### src/rtl/charge_pkg.sv
// Shared types and constants for the charging-kiosk session controller.
//   state_e   : session state encoding
//   BLANK     : money code that blanks the display scanner
//   sat_add   : saturating money accumulate
//   to_time   : money -> charging time conversion
package charge_pkg;

   localparam int unsigned DATA_W     = 8;
   localparam int unsigned CNT_W      = 8;
   localparam int unsigned COIN1_VAL  = 1;
   localparam int unsigned COIN10_VAL = 10;
   localparam logic [DATA_W-1:0] BLANK = 8'hFF;

   typedef enum logic [1:0] {
      IDLE   = 2'd0,
      PAY    = 2'd1,
      CHARGE = 2'd2,
      DONE   = 2'd3
   } state_e;

   // Add with a 9-bit intermediate so the clamp sees the true sum.
   function automatic logic [DATA_W-1:0] sat_add(input logic [DATA_W-1:0] a,
                                                 input logic [DATA_W-1:0] b,
                                                 input logic [DATA_W-1:0] lim);
      logic [DATA_W:0] s;
      s = (DATA_W+1)'(a) + (DATA_W+1)'(b);
      return (s > (DATA_W+1)'(lim)) ? lim : s[DATA_W-1:0];
   endfunction

   // Product fits in 8 bits because MAX_MONEY*RATE <= 99 is enforced.
   function automatic logic [DATA_W-1:0] to_time(input logic [DATA_W-1:0] m,
                                                 input logic [DATA_W-1:0] rate);
      return DATA_W'(16'(m) * 16'(rate));
   endfunction

endpackage

### src/rtl/charge_ctrl_if.sv
// Event inputs and display/relay outputs of the session controller.
//   master : stimulus side (drives events, observes outputs)
//   slave  : controller side
interface charge_ctrl_if;
   import charge_pkg::*;

   logic              tick;
   logic              coin1;
   logic              coin10;
   logic              start;
   logic              cancel;
   logic [DATA_W-1:0] money;
   logic [DATA_W-1:0] restime;
   logic              charging;
   logic              done;

   modport master (
      output tick, coin1, coin10, start, cancel,
      input  money, restime, charging, done
   );

   modport slave (
      input  tick, coin1, coin10, start, cancel,
      output money, restime, charging, done
   );

endinterface

### src/rtl/edge_rise.sv
// Rising-edge detector for a debounced level.
//   CLK, RST_N : clock, synchronous active-low reset
//   d          : level input
//   pulse      : one-cycle high on a 0->1 transition of d
module edge_rise (
   input  logic CLK,
   input  logic RST_N,
   input  logic d,
   output logic pulse
);

   logic q;

   // q keeps sampling d during reset: a level held high across reset release
   // is never an event, and with idle inputs q is 0 coming out of reset.
   always_ff @(posedge CLK) begin
      q <= d;
   end

   assign pulse = d & ~q & RST_N;

endmodule

### src/rtl/charge_ctrl.sv
// Kiosk session controller: accumulates coins, converts to time, counts down
// on the 1 Hz tick and drives the money/restime display pair.
//   CLK, RST_N : clock, synchronous active-low reset
//   bus.tick   : 1 Hz strobe;  bus.coin1/coin10/start/cancel : debounced levels
//   bus.money  : paid amount (8'hFF = blank);  bus.restime : remaining time
//   bus.charging / bus.done : high in CHARGE / DONE
module charge_ctrl
   import charge_pkg::*;
#(
   parameter int unsigned MAX_MONEY   = 20,
   parameter int unsigned RATE        = 2,
   parameter int unsigned PAY_TIMEOUT = 10,
   parameter int unsigned DONE_HOLD   = 3
) (
   input  logic          CLK,
   input  logic          RST_N,
   charge_ctrl_if.slave  bus
);

   if (MAX_MONEY < 1 || MAX_MONEY > 99 || MAX_MONEY * RATE > 99) begin : g_bad_params
      $error("charge_ctrl: MAX_MONEY must be 1..99 and MAX_MONEY*RATE <= 99");
   end

   localparam logic [DATA_W-1:0] MAX_L  = DATA_W'(MAX_MONEY);
   localparam logic [DATA_W-1:0] RATE_L = DATA_W'(RATE);
   localparam logic [CNT_W-1:0]  PT_L   = CNT_W'(PAY_TIMEOUT);
   localparam logic [CNT_W-1:0]  DH_L   = CNT_W'(DONE_HOLD);

   logic coin1_ev, coin10_ev, start_ev, cancel_ev, coin_ev;
   logic [DATA_W-1:0] coin_val;

   edge_rise u_edge_coin1  (.CLK(CLK), .RST_N(RST_N), .d(bus.coin1),  .pulse(coin1_ev));
   edge_rise u_edge_coin10 (.CLK(CLK), .RST_N(RST_N), .d(bus.coin10), .pulse(coin10_ev));
   edge_rise u_edge_start  (.CLK(CLK), .RST_N(RST_N), .d(bus.start),  .pulse(start_ev));
   edge_rise u_edge_cancel (.CLK(CLK), .RST_N(RST_N), .d(bus.cancel), .pulse(cancel_ev));

   // Both coins on one edge add 11.
   assign coin_ev  = coin1_ev | coin10_ev;
   assign coin_val = (coin1_ev  ? DATA_W'(COIN1_VAL)  : '0)
                   + (coin10_ev ? DATA_W'(COIN10_VAL) : '0);

   state_e            state_q, state_d;
   logic [DATA_W-1:0] money_q, money_d;
   logic [DATA_W-1:0] restime_q, restime_d;
   logic [CNT_W-1:0]  cnt_q, cnt_d;
   logic              charging_q, done_q;

   // State and output registers.
   always_ff @(posedge CLK) begin
      if (!RST_N) begin
         state_q    <= IDLE;
         money_q    <= BLANK;
         restime_q  <= '0;
         cnt_q      <= '0;
         charging_q <= 1'b0;
         done_q     <= 1'b0;
      end else begin
         state_q    <= state_d;
         money_q    <= money_d;
         restime_q  <= restime_d;
         cnt_q      <= cnt_d;
         charging_q <= (state_d == CHARGE);
         done_q     <= (state_d == DONE);
      end
   end

   // Next state and next output values; cancel > start > coins.
   always_comb begin
      logic [CNT_W-1:0] cnt_inc;
      state_d   = state_q;
      money_d   = money_q;
      restime_d = restime_q;
      cnt_d     = cnt_q;
      cnt_inc   = cnt_q + CNT_W'(1);

      unique case (state_q)
         IDLE: begin
            if (coin_ev) begin
               state_d   = PAY;
               money_d   = sat_add('0, coin_val, MAX_L);
               restime_d = to_time(money_d, RATE_L);
            end
         end
         PAY: begin
            if (cancel_ev) begin
               state_d   = IDLE;
               money_d   = BLANK;
               restime_d = '0;
            end else if (start_ev) begin
               state_d = CHARGE;
            end else if (coin_ev) begin
               money_d   = sat_add(money_q, coin_val, MAX_L);
               restime_d = to_time(money_d, RATE_L);
               cnt_d     = '0;
            end else if (bus.tick) begin
               cnt_d = cnt_inc;
               if (cnt_inc >= PT_L) begin
                  state_d   = IDLE;
                  money_d   = BLANK;
                  restime_d = '0;
               end
            end
         end
         CHARGE: begin
            if (cancel_ev) begin
               state_d   = DONE;
               money_d   = '0;
               restime_d = '0;
            end else if (bus.tick) begin
               if (restime_q <= DATA_W'(1)) begin
                  state_d   = DONE;
                  money_d   = '0;
                  restime_d = '0;
               end else begin
                  restime_d = restime_q - DATA_W'(1);
               end
            end
         end
         DONE: begin
            if (bus.tick) begin
               cnt_d = cnt_inc;
               if (cnt_inc >= DH_L) begin
                  state_d   = IDLE;
                  money_d   = BLANK;
                  restime_d = '0;
               end
            end
         end
         default: begin
            state_d   = IDLE;
            money_d   = BLANK;
            restime_d = '0;
         end
      endcase

      // A new state always starts its tick count from zero.
      if (state_d != state_q) cnt_d = '0;
   end

   assign bus.money    = money_q;
   assign bus.restime  = restime_q;
   assign bus.charging = charging_q;
   assign bus.done     = done_q;

endmodule
### src/flat_wrapper.sv
// flat-port wrapper written by rule: the top's interface ports become plain ports
module charge_ctrl_flat import charge_pkg::*;
#(
   parameter int unsigned MAX_MONEY   = 20,
   parameter int unsigned RATE        = 2,
   parameter int unsigned PAY_TIMEOUT = 10,
   parameter int unsigned DONE_HOLD   = 3
)
  (CLK, RST_N, bus_tick, bus_coin1, bus_coin10, bus_start, bus_cancel, bus_money, bus_restime, bus_charging, bus_done);
  charge_ctrl_if bus_i ();
  input  logic CLK;
  input  logic RST_N;
  input wire logic [$bits(bus_i.tick)-1:0] bus_tick;
  input wire logic [$bits(bus_i.coin1)-1:0] bus_coin1;
  input wire logic [$bits(bus_i.coin10)-1:0] bus_coin10;
  input wire logic [$bits(bus_i.start)-1:0] bus_start;
  input wire logic [$bits(bus_i.cancel)-1:0] bus_cancel;
  output wire logic [$bits(bus_i.money)-1:0] bus_money;
  output wire logic [$bits(bus_i.restime)-1:0] bus_restime;
  output wire logic [$bits(bus_i.charging)-1:0] bus_charging;
  output wire logic [$bits(bus_i.done)-1:0] bus_done;
  assign bus_i.tick = bus_tick;
  assign bus_i.coin1 = bus_coin1;
  assign bus_i.coin10 = bus_coin10;
  assign bus_i.start = bus_start;
  assign bus_i.cancel = bus_cancel;
  assign bus_money = bus_i.money;
  assign bus_restime = bus_i.restime;
  assign bus_charging = bus_i.charging;
  assign bus_done = bus_i.done;
  charge_ctrl #(.MAX_MONEY(MAX_MONEY), .RATE(RATE), .PAY_TIMEOUT(PAY_TIMEOUT), .DONE_HOLD(DONE_HOLD)) u_core (.CLK(CLK), .RST_N(RST_N), .bus(bus_i));
endmodule
### config.mk
export PLATFORM = sky130hd
export DESIGN_NAME = charge_ctrl_flat
export DESIGN_NICKNAME = d
export VERILOG_FILES = /design/src/rtl/charge_pkg.sv /design/src/rtl/charge_ctrl_if.sv /design/src/rtl/edge_rise.sv /design/src/rtl/charge_ctrl.sv /design/src/flat_wrapper.sv
export SDC_FILE = /design/constraint.sdc
export NUM_CORES = 1
export LEC_CHECK = 0
export BUFFER_PORTS_ARGS = -buffer_cell sky130_fd_sc_hd__buf_2
export CORE_MARGIN = 10
export CORE_UTILIZATION = 54
export CTS_BUF_LIST = sky130_fd_sc_hd__clkbuf_2
export DETAILED_ROUTE_END_ITERATION = 8
export PLACE_DENSITY = 0.76
export SYNTH_ARGS = -nofsm -noshare
export SYNTH_HDL_FRONTEND = slang
export SYNTH_SLANG_ARGS = --single-unit
### constraint.sdc
create_clock -name CLK -period 2.9 [get_ports CLK]
set_input_delay 0.29 -clock CLK [delete_from_list [all_inputs] [get_ports CLK]]
set_output_delay 0.29 -clock CLK [all_outputs]
set_load 0.03 [all_outputs]
==> results.ini, run 1 <==
[outcome]
status=complete, no violations

[finish]
utilization_pct=63.74
diodes=0
design_area_um2=2351
drive_above_1_share_pct=15.97
area_delta_synth_final_pct=13.60
nFillCells=341
nNetsFinal=304

[floorplan]
die_x_um=81.91
dieArea_um2=6708
die_height_um=81.91
std_cell_rows=22
ios=25
start_util_pct=56.11
coreArea_um2=3689

[detailed_routing]
vias_per_cell=6.051
wl_per_cell_um=15.39
firstDrtPassIters=4
drt_wl_total_um=5172
post-route-drc-count=0
vias=2033
first_iter_violations=128
postRouteAntennaNets=0

[pwr]
leakage_nw=0.9465
power.density_nw_per_um2=610.0
ir_worst_vdd_mv=0.4884
finalPower_w=0.001434

[synth]
yosysUniqueCellTypes=53
synthTopCellsByArea=dfxtp_1, ha_1, nor2_1, xor2_1, nand2_1
syn_nets=273
synth_area_um2=2069
synthFlopType=dfxtp_1
ys_warn_count=0
synth_seq_cells=32
synthArstFlopShare_pct=0
synth_top_area_share_pct=30.96
synth_top_area_cell=dfxtp_1
yosysSeqAreaShare_pct=30.96
synth_edf_count=0
synth_cells=256
syn_area_per_cell_um2=8.084

[clock_tree]
clkTransAtPathRegs_ps=190
cts_tree=built
root_buffer=clkbuf_2
cts_buffer_depth=2
h-tree-depth=2
worstSkewPairLatency_ps=410
clock-sinks=32
post_cts_buffers=0
numCtsBuffers=5

[sta]
fin_crit_sh_pct=95.22
min_period_ps=2762
hold_violations=0
maxSlewHeadroom_pct=45.35
setup_violations=0
worstMarginPinSlew_ps=813.5
maxSlewViolCount=0
fin_skew_ps=34.77
fmax_mhz=362.1

[critical_path]
crit_chain=nor2b_1 -> and2_1 -> ha_1 -> inv_1 -> fa_1 -> and3b_2 -> or3_1 -> o311ai_0 -> o22a_1 -> and4_2 -> a2111o_1
cp.required_ps=3220
slowest_stage=fa_1
crit_fanout=5
path_delay_family=simple AND/OR/NAND/NOR gates
cp.arrival_ps=3080
r2r_setup_slack_ps=140
cpPeakStageDelay_ps=450
worstSetupEndpointType=flop
cp-start-kind=flop
worstSetupPathType=reg -> reg
crit_buf_inv=1

[global_route]
antenna_found_initial=0
grt_max_degree=14
grt_usage_pct=15.69
first_global_vias=1813
grt_pass1_wl_um=8362
gr-total-overflow=0

[placed_design]
io_buffers=24
placed_area_um2=2272
dp_hpwl_um=3807
gp_congestion=0.8898

[min_path]
hold_path_class=in -> reg

[job]
cap_violations=0

[per-layer routing]
metal  global-route usage [%]  vias to the layer above  share of wire (%)
met3                    4.585                        9                6.1
met4                    5.442                        0                1.5
li1                         -                     1023                  -
met5                        0                        -                  0
met1                    20.36                      940                 49
met2                    24.22                       61                 43
[cell type report]
class	count	area [um^2]	area share (%)
multi-input combinational	204	1356	57.69
sequential	32	640.6	27.25
timing repair buffer	33	190.2	8.089
tap	48	60.06	2.555
inverter	11	41.29	1.756
clock inverter	3	37.54	1.597
clock buffer	5	25.02	1.064
[cells in the mapped netlist (7+ instances only)]
master,instances
dfxtp_1,32
nor2_1,27
nand2_1,17
xor2_1,8
nand3_1,10
nor3_1,10
or3_1,7
inv_1,10
ha_1,9
o21ai_0,10
nand4_1,8
a21oi_1,10
[timing repair]
action | in CTS | in global routing
setup endpoints to repair | 0 | 3
resized for setup | 0 | 2
endpoints found under the hold margin | 1 | 0
hold buffers | 1 | 0
[worst paths after layout]
kind / to / start / depth (start not counted)
hold reg to reg: u_core.bus.restime[4] / u_core.bus.restime[4] / 2
setup reg to reg: u_core.bus.money[0] / u_core.u_edge_coin1.q / 11
setup / recovery: u_core.bus.money[0] / u_core.u_edge_coin1.q / 11
hold / removal: u_core.u_edge_coin1.q / bus_coin1 / 1
[cells in the final DEF (no fill, tap or decap), drive strengths merged, types with 8 or more instances in the layout]
cell type / count
nor3: 10
nand4: 8
nor2: 27
inv: 10
nand3: 10
ha: 9
nand2: 17
dfxtp: 32
o21ai: 10
buf: 32
xor2: 8
a21oi: 10
[sequential cells by signal (all words and copies together), names as in the netlist]
signal and cells:
u_core.bus.done 1, u_core.u_edge_coin1.q 1, u_core.u_edge_cancel.q 1, u_core.bus.money 8
u_core.state_q 2, u_core.u_edge_start.q 1, u_core.bus.charging 1, u_core.cnt_q 8
u_core.bus.restime 8, u_core.u_edge_coin10.q 1
[cell families (layout without fill, tap and decap cells)]
logic type | after synthesis | count (layout) | synth area share, %
AND/OR/NAND/NOR | 112 | 112 | 28.78
AO/OA/AOI/OAI | 69 | 69 | 24.49
flip-flops | 32 | 32 | 30.96
buffers and inverters | 20 | 52 | 3.809
XOR/XNOR | 12 | 12 | 5.079
adder cells (fa/ha/maj) | 10 | 10 | 6.409
multiplexers | 1 | 1 | 0.4837
[stage by stage]
| step | hold WS [ps] | setup TNS [ps] | worst slack [ps] | std cells |
|---|---|---|---|---|
| 2_1_floorplan | 317.7 | 0 | 55.40 | 256 |
| 3_3_place_gp | 402.3 | 0 | 102.3 | 327 |
| 3_5_place_dp | 406.9 | 0 | 22.77 | 327 |
| 4_1_cts | 2.854 | 0 | 120.6 | 336 |
| 5_1_grt | 2.087 | -36.38 | -30.69 | 336 |
| 6_report | 14.69 | 0 | 138.5 | 336 |
[power breakdown]
| part | total [W] | leakage [nW] | switching (W) | internal, W |
|---|---|---|---|---|
| combinational | 0.000574 | 0.646 | 0.000358 | 0.000216 |
| clock | 0.000306 | 0.0380 | 0.000166 | 0.000141 |
| sequential | 0.000554 | 0.262 | 0.0000653 | 0.000488 |
Note: power is estimated with default switching activity, not from simulation.
==> run 2: changes to the inputs <==
--- a/config.mk
+++ b/config.mk
@@ -7,10 +7,10 @@
 export LEC_CHECK = 0
 export BUFFER_PORTS_ARGS = -buffer_cell sky130_fd_sc_hd__buf_2
 export CORE_MARGIN = 10
-export CORE_UTILIZATION = 54
+export CORE_UTILIZATION = 50
 export CTS_BUF_LIST = sky130_fd_sc_hd__clkbuf_2
 export DETAILED_ROUTE_END_ITERATION = 8
-export PLACE_DENSITY = 0.76
+export PLACE_DENSITY = 0.71
 export SYNTH_ARGS = -nofsm -noshare
 export SYNTH_HDL_FRONTEND = slang
 export SYNTH_SLANG_ARGS = --single-unit
==> results.ini, run 2 (synthesis results as in run 1) <==
[min_path]
hold_path_class=in -> reg  ; unchanged

[pwr]
finalPower_w=0.001449  ; was 0.001434 W
power.density_nw_per_um2=606.8  ; was 610.0 nW/um^2
ir_worst_vdd_mv=0.2549  ; was 0.4884 mV
pwr-share-seq_pct=38.4  ; was 38.6%
power_frac_clock_pct=21.2  ; was 21.4%
combPwrFrac_pct=40.4  ; was 40.0%
power_switching_w=0.0005906  ; was 0.0005890 W
p_sw_share_pct=40.75  ; was 41.07%
p_int_w=0.0008588  ; was 0.0008451 W
leakage_nw=0.9717  ; was 0.9465 nW

[sta]
min_period_ps=2682  ; was 2762 ps
worstMarginPinSlew_ps=832.4  ; was 813.5 ps
maxSlewViolCount=0  ; unchanged
fmax_mhz=372.9  ; was 362.1 MHz
timing.setup.tns_ps=0  ; unchanged
maxSlewHeadroom_pct=44.08  ; was 45.35%
hold_violations=0  ; unchanged
rsz0062_at_grt=no
fin_crit_sh_pct=92.47  ; was 95.22%
fin_skew_ps=7.689  ; was 34.77 ps
setup_violations=0  ; unchanged

[detailed_routing]
met3WireLength_um=386  ; was 317 um
first_iter_violations=219  ; was 128
vias_per_cell=6.085  ; was 6.051
vias=2069  ; was 2033
route.top_layer_used=met4  ; unchanged
post-route-drc-count=0  ; unchanged
met1Wirelength_um=2282  ; was 2539 um
postRouteAntennaNets=0  ; unchanged
firstDrtPassIters=4  ; unchanged
wl_per_cell_um=15.53  ; was 15.39 um
detailroute.wirelength.met2_um=2488  ; was 2234 um
drt_wl_total_um=5281  ; was 5172 um

[finish]
multi_input_area_um2=1369  ; was 1356 um^2
design_area_um2=2389  ; was 2351 um^2
nNetsFinal=306  ; was 304
final_common_cell=dfxtp_1  ; unchanged
diodes=0  ; unchanged
area_delta_synth_final_pct=15.42  ; was 13.60%
final_cell_mix=dfxtp_1, nor2_1, buf_2  ; unchanged
nFillCells=363  ; was 341
drive_above_1_share_pct=17.24  ; was 15.97%
seqCellArea_um2=640.6  ; unchanged

[floorplan]
die_height_um=84.34  ; was 81.91 um
coreArea_um2=4000  ; was 3689 um^2
ios=25  ; unchanged
dieArea_um2=7112  ; was 6708 um^2
die_x_um=84.34  ; was 81.91 um
start_util_pct=51.74  ; was 56.11%
std_cell_rows=23  ; was 22

[critical_path]
r2r_end=u_core.bus.money[0]  ; unchanged
worstSetupPathType=reg -> reg  ; unchanged
crit_start=u_core.u_edge_coin1.q  ; unchanged
crit_chain=nor2b_2 -> and2_1 -> ha_1 -> inv_1 -> fa_2 -> and3b_1 -> or3_1 -> o311ai_1 -> o22a_1 -> and4_2 -> a2111o_1  ; was nor2b_1 -> and2_1 -> ha_1 -> inv_1 -> fa_1 -> and3b_2 -> or3_1 -> o311ai_0 -> o22a_1 -> and4_2 -> a2111o_1
reg2regPathDepth=11  ; unchanged
worst_r2r_startpoint=u_core.u_edge_coin1.q  ; unchanged
crit_fanout=5  ; unchanged
cp.arrival_ps=2970  ; was 3080 ps
slowest_stage=fa_2  ; was fa_1
cp.required_ps=3190  ; was 3220 ps
cp-endpoint=u_core.bus.money[0]  ; unchanged
cp-start-kind=flop  ; unchanged
r2r_setup_slack_ps=220  ; was 140 ps
cpPeakStageDelay_ps=380  ; was 450 ps
worstSetupEndpointType=flop  ; unchanged

[clock_tree]
numCtsBuffers=5  ; unchanged
cts_buffer_depth=2  ; unchanged
h-tree-depth=2  ; unchanged
worstSkewPairLatency_ps=380  ; was 410 ps
clock-sinks=32  ; unchanged
cts_tree=built  ; unchanged
clkTransAtPathRegs_ps=170  ; was 190 ps
root_buffer=clkbuf_2  ; unchanged
post_cts_buffers=0  ; unchanged

[placed_design]
io_buffers=24  ; unchanged
gp_congestion=0.8507  ; was 0.8898
dp_hpwl_um=3928  ; was 3807 um
placed_area_um2=2275  ; was 2272 um^2

[global_route]
gr-total-overflow=0  ; unchanged
antenna_found_initial=0  ; unchanged
grt_usage_pct=15.07  ; was 15.69%
first_global_vias=2029  ; was 1813
grt_pass1_wl_um=9321  ; was 8362 um
grt_max_degree=15  ; was 14

[job]
cap_violations=0  ; unchanged

[outcome]
status=complete, no violations  ; unchanged

==> run 2: critical path, delay by kind of cell (launching register included) <==
family	cells	cell delay, ps
simple gates	5	940
compound gates	3	690
fa+ha+maj	2	560
flops	1	340
buf+inv	1	60
==> run 2: area by class of cell <==
type / instances / area share [%]
clock buffer: 6 / 1.257
clock inverter: 2 / 1.467
inverter: 11 / 1.729
multi-input combinational: 204 / 57.31
sequential: 32 / 26.82
tap: 50 / 2.619
timing repair buffer: 35 / 8.800
==> run 2: how the worst min path moves through the flow <==
stage               cells after the start  slack (ps)        from                      to
global placement                        1         400   bus_coin1   u_core.u_edge_coin1.q
finish                                  1          40  bus_cancel  u_core.u_edge_cancel.q
CTS                                     1          20  bus_cancel  u_core.u_edge_cancel.q
floorplan                               0         320  bus_cancel  u_core.u_edge_cancel.q
detailed placement                      1         410   bus_coin1   u_core.u_edge_coin1.q
global route                            1          20  bus_cancel  u_core.u_edge_cancel.q
==> run 2: metrics by stage <==
| step | setup slack, ps | cells | utilization, % | hold slack [ps] |
|---|---|---|---|---|
| final | 218.2 | 340 | 59.71 | 39.76 |
| after global routing | 24.19 | 340 | 59.71 | 21.31 |
| after CTS | 75.18 | 340 | 59.24 | 19.21 |
| after detailed placement | 21.85 | 329 | 56.87 | 407.0 |
| after global placement | 88.55 | 329 | 56.87 | 403.7 |
| after floorplan | 55.40 | 256 | - | 317.7 |
==> run 2: layer usage <==
metal	vias up	GRT usage, %
li1	1024	-
met3	16	4.444
met4	0	5.988
met2	79	25.03
met5	-	0
met1	950	17.73
==> run 2: power by group through the flow <==
| stage | Sequential, W | Combinational, W | Clock (W) |
|---|---|---|---|
| after global routing | 0.000567 | 0.000646 | 0.000330 |
| after CTS | 0.000554 | 0.000571 | 0.000313 |
| after global placement | 0.000561 | 0.000563 | 0 |
| after floorplan | 0.000614 | 0.000357 | 0 |
| after detailed placement | 0.000563 | 0.000566 | 0 |
| final | 0.000557 | 0.000585 | 0.000307 |
==> run 2: what timing repair did <==
item / 4_1_cts / 5_1_grt
hold buffers: 3 / 0
gates resized for setup: 0 / 6
hold endpoints to repair: 3 / 0
setup endpoints to repair: 0 / 7
==> run 3: changes to the inputs <==
--- a/config.mk
+++ b/config.mk
@@ -5,7 +5,7 @@
 export SDC_FILE = /design/constraint.sdc
 export NUM_CORES = 1
 export LEC_CHECK = 0
-export BUFFER_PORTS_ARGS = -buffer_cell sky130_fd_sc_hd__buf_2
+export BUFFER_PORTS_ARGS = -buffer_cell sky130_fd_sc_hd__clkbuf_2
 export CORE_MARGIN = 10
 export CORE_UTILIZATION = 50
 export CTS_BUF_LIST = sky130_fd_sc_hd__clkbuf_2
==> results.ini, run 3 (synthesis results as in run 1) <==
[clock_tree]
h-tree-depth=2  ; unchanged
clock-sinks=32  ; unchanged
cts_tree=built  ; unchanged
numCtsBuffers=5  ; unchanged
post_cts_buffers=0  ; unchanged
cts_buffer_depth=2  ; unchanged
worstSkewPairLatency_ps=370  ; was 380 ps
root_buffer=clkbuf_2  ; unchanged
clkTransAtPathRegs_ps=160  ; was 170 ps

[outcome]
status=complete, no violations  ; unchanged

[detailed_routing]
drt_wl_total_um=5240  ; was 5281 um
vias=2080  ; was 2069
firstDrtPassIters=5  ; was 4
detailroute.wirelength.met2_um=2573  ; was 2488 um
first_iter_violations=149  ; was 219
wl_per_cell_um=15.50  ; was 15.53 um
route.top_layer_used=met4  ; unchanged
met3WireLength_um=286  ; was 386 um
postRouteAntennaNets=0  ; unchanged
vias_per_cell=6.154  ; was 6.085
met1Wirelength_um=2308  ; was 2282 um
post-route-drc-count=0  ; unchanged

[sta]
fmax_mhz=366.4  ; was 372.9 MHz
fin_skew_ps=27.74  ; was 7.689 ps
timing.setup.tns_ps=0  ; unchanged
holdWs_ps=34.67  ; was 39.76 ps
maxSlewViolCount=0  ; unchanged
fin_crit_sh_pct=94.10  ; was 92.47%
hold_violations=0  ; unchanged
setup_violations=0  ; unchanged
rsz0062_at_grt=no  ; unchanged
min_period_ps=2729  ; was 2682 ps
worstMarginPinSlew_ps=830.9  ; was 832.4 ps
maxSlewHeadroom_pct=44.18  ; was 44.08%

[min_path]
holdCritStartpoint=bus_start  ; was bus_cancel
whs_path_depth=1  ; unchanged
worstHoldEndpoint=u_core.u_edge_start.q  ; was u_core.u_edge_cancel.q
hold_path_class=in -> reg  ; unchanged

[pwr]
power.density_nw_per_um2=566.3  ; was 606.8 nW/um^2
leakage_nw=0.9455  ; was 0.9717 nW
ir_worst_vdd_mv=0.2198  ; was 0.2549 mV

[finish]
nNetsFinal=307  ; was 306
nFillCells=370  ; was 363
drive_above_1_share_pct=15.63  ; was 17.24%
utilization_pct=58.37  ; was 59.71%
final_cell_mix=dfxtp_1, clkbuf_2, nor2_1  ; was dfxtp_1, nor2_1, buf_2
area_delta_synth_final_pct=12.82  ; was 15.42%
design_area_um2=2335  ; was 2389 um^2
diodes=0  ; unchanged
final_common_cell=dfxtp_1  ; unchanged
layout.cells.non_filler=338  ; was 340

[critical_path]
worst_r2r_startpoint=u_core.u_edge_coin1.q  ; unchanged
reg2regPathDepth=11  ; unchanged
r2r_end=u_core.bus.money[0]  ; unchanged
worstSetupPathType=reg -> reg  ; unchanged
crit_fanout=5  ; unchanged
cp-start-kind=flop  ; unchanged
worstSetupEndpointType=flop  ; unchanged
cp.required_ps=3180  ; was 3190 ps
r2r_setup_slack_ps=170  ; was 220 ps
cp.arrival_ps=3010  ; was 2970 ps

[placed_design]
gp_congestion=0.8636  ; was 0.8507
dp_cells=331  ; was 329
io_buffers=24  ; unchanged
dp_hpwl_um=3977  ; was 3928 um
placed_area_um2=2290  ; was 2275 um^2

[floorplan]
die_height_um=84.34  ; unchanged
std_cell_rows=23  ; unchanged
dieArea_um2=7112  ; unchanged
ios=25  ; unchanged
die_x_um=84.34  ; unchanged
start_util_pct=51.74  ; unchanged
coreArea_um2=4000  ; unchanged

[global_route]
first_global_vias=1967  ; was 2029
antenna_found_initial=0  ; unchanged
grt_usage_pct=14.72  ; was 15.07%
grt_max_degree=14  ; was 15
grt_pass1_wl_um=9087  ; was 9321 um
gr-total-overflow=0  ; unchanged

[job]
cap_violations=0  ; unchanged

## run 3: final cells by class
class                      instances  area, um^2  area share (%)
clock buffer                       5       25.02           1.072
inverter                          11       41.29           1.768
multi-input combinational        204        1350           57.82
sequential                        32       640.6           27.44
tap                               50       62.56           2.680
timing repair buffer              36       215.2           9.218
## run 3: critical path, cell delays in order (launching register included)
cell and delay, ps:
dfxtp_1 330, nor2b_1 120, and2_1 140, ha_1 190, inv_1 60, fa_1 510, nor3b_1 180, o21ai_0 180
a21oi_1 90, o22a_1 260, and4_2 230, a2111o_1 330
## run 3: report_power, final
group          total, W  switching [W]  internal [W]
sequential     0.000556      0.0000677      0.000488
combinational  0.000579       0.000358      0.000221
clock          0.000187       0.000141     0.0000461
## run 3: how the worst max path moves through the flow
stage                                startpoint                     to  cells after the start  slack, ps
after global routing      u_core.u_edge_coin1.q  u_core.bus.restime[2]                     12         10
final                     u_core.u_edge_coin1.q    u_core.bus.money[0]                     11        170
after CTS                 u_core.u_edge_coin1.q    u_core.bus.money[2]                     11        180
after detailed placement              bus_coin1    u_core.bus.money[2]                     12         70
after global placement                bus_coin1    u_core.bus.money[0]                     12        170
after floorplan                           RST_N    u_core.bus.money[0]                     12         60
## run 3: through the flow
step                      power [W]  setup slack [ps]
after floorplan           0.0009717             55.40
after global placement     0.001131             173.8
after detailed placement   0.001138             74.62
after CTS                  0.001320             177.5
after global routing       0.001411             11.49
final                      0.001322             171.1
## run 3: metal layers
layer,GRT usage [%],up-vias
li1,-,1022
met2,26.21,55
met1,16.97,993
met4,3.892,0
met5,0,-
met3,3.768,10
## run 3: what timing repair did
action	in CTS	in global routing
hold endpoints to repair	0	2
gates resized for setup	0	1
hold buffers	0	2
setup endpoints to repair	0	4
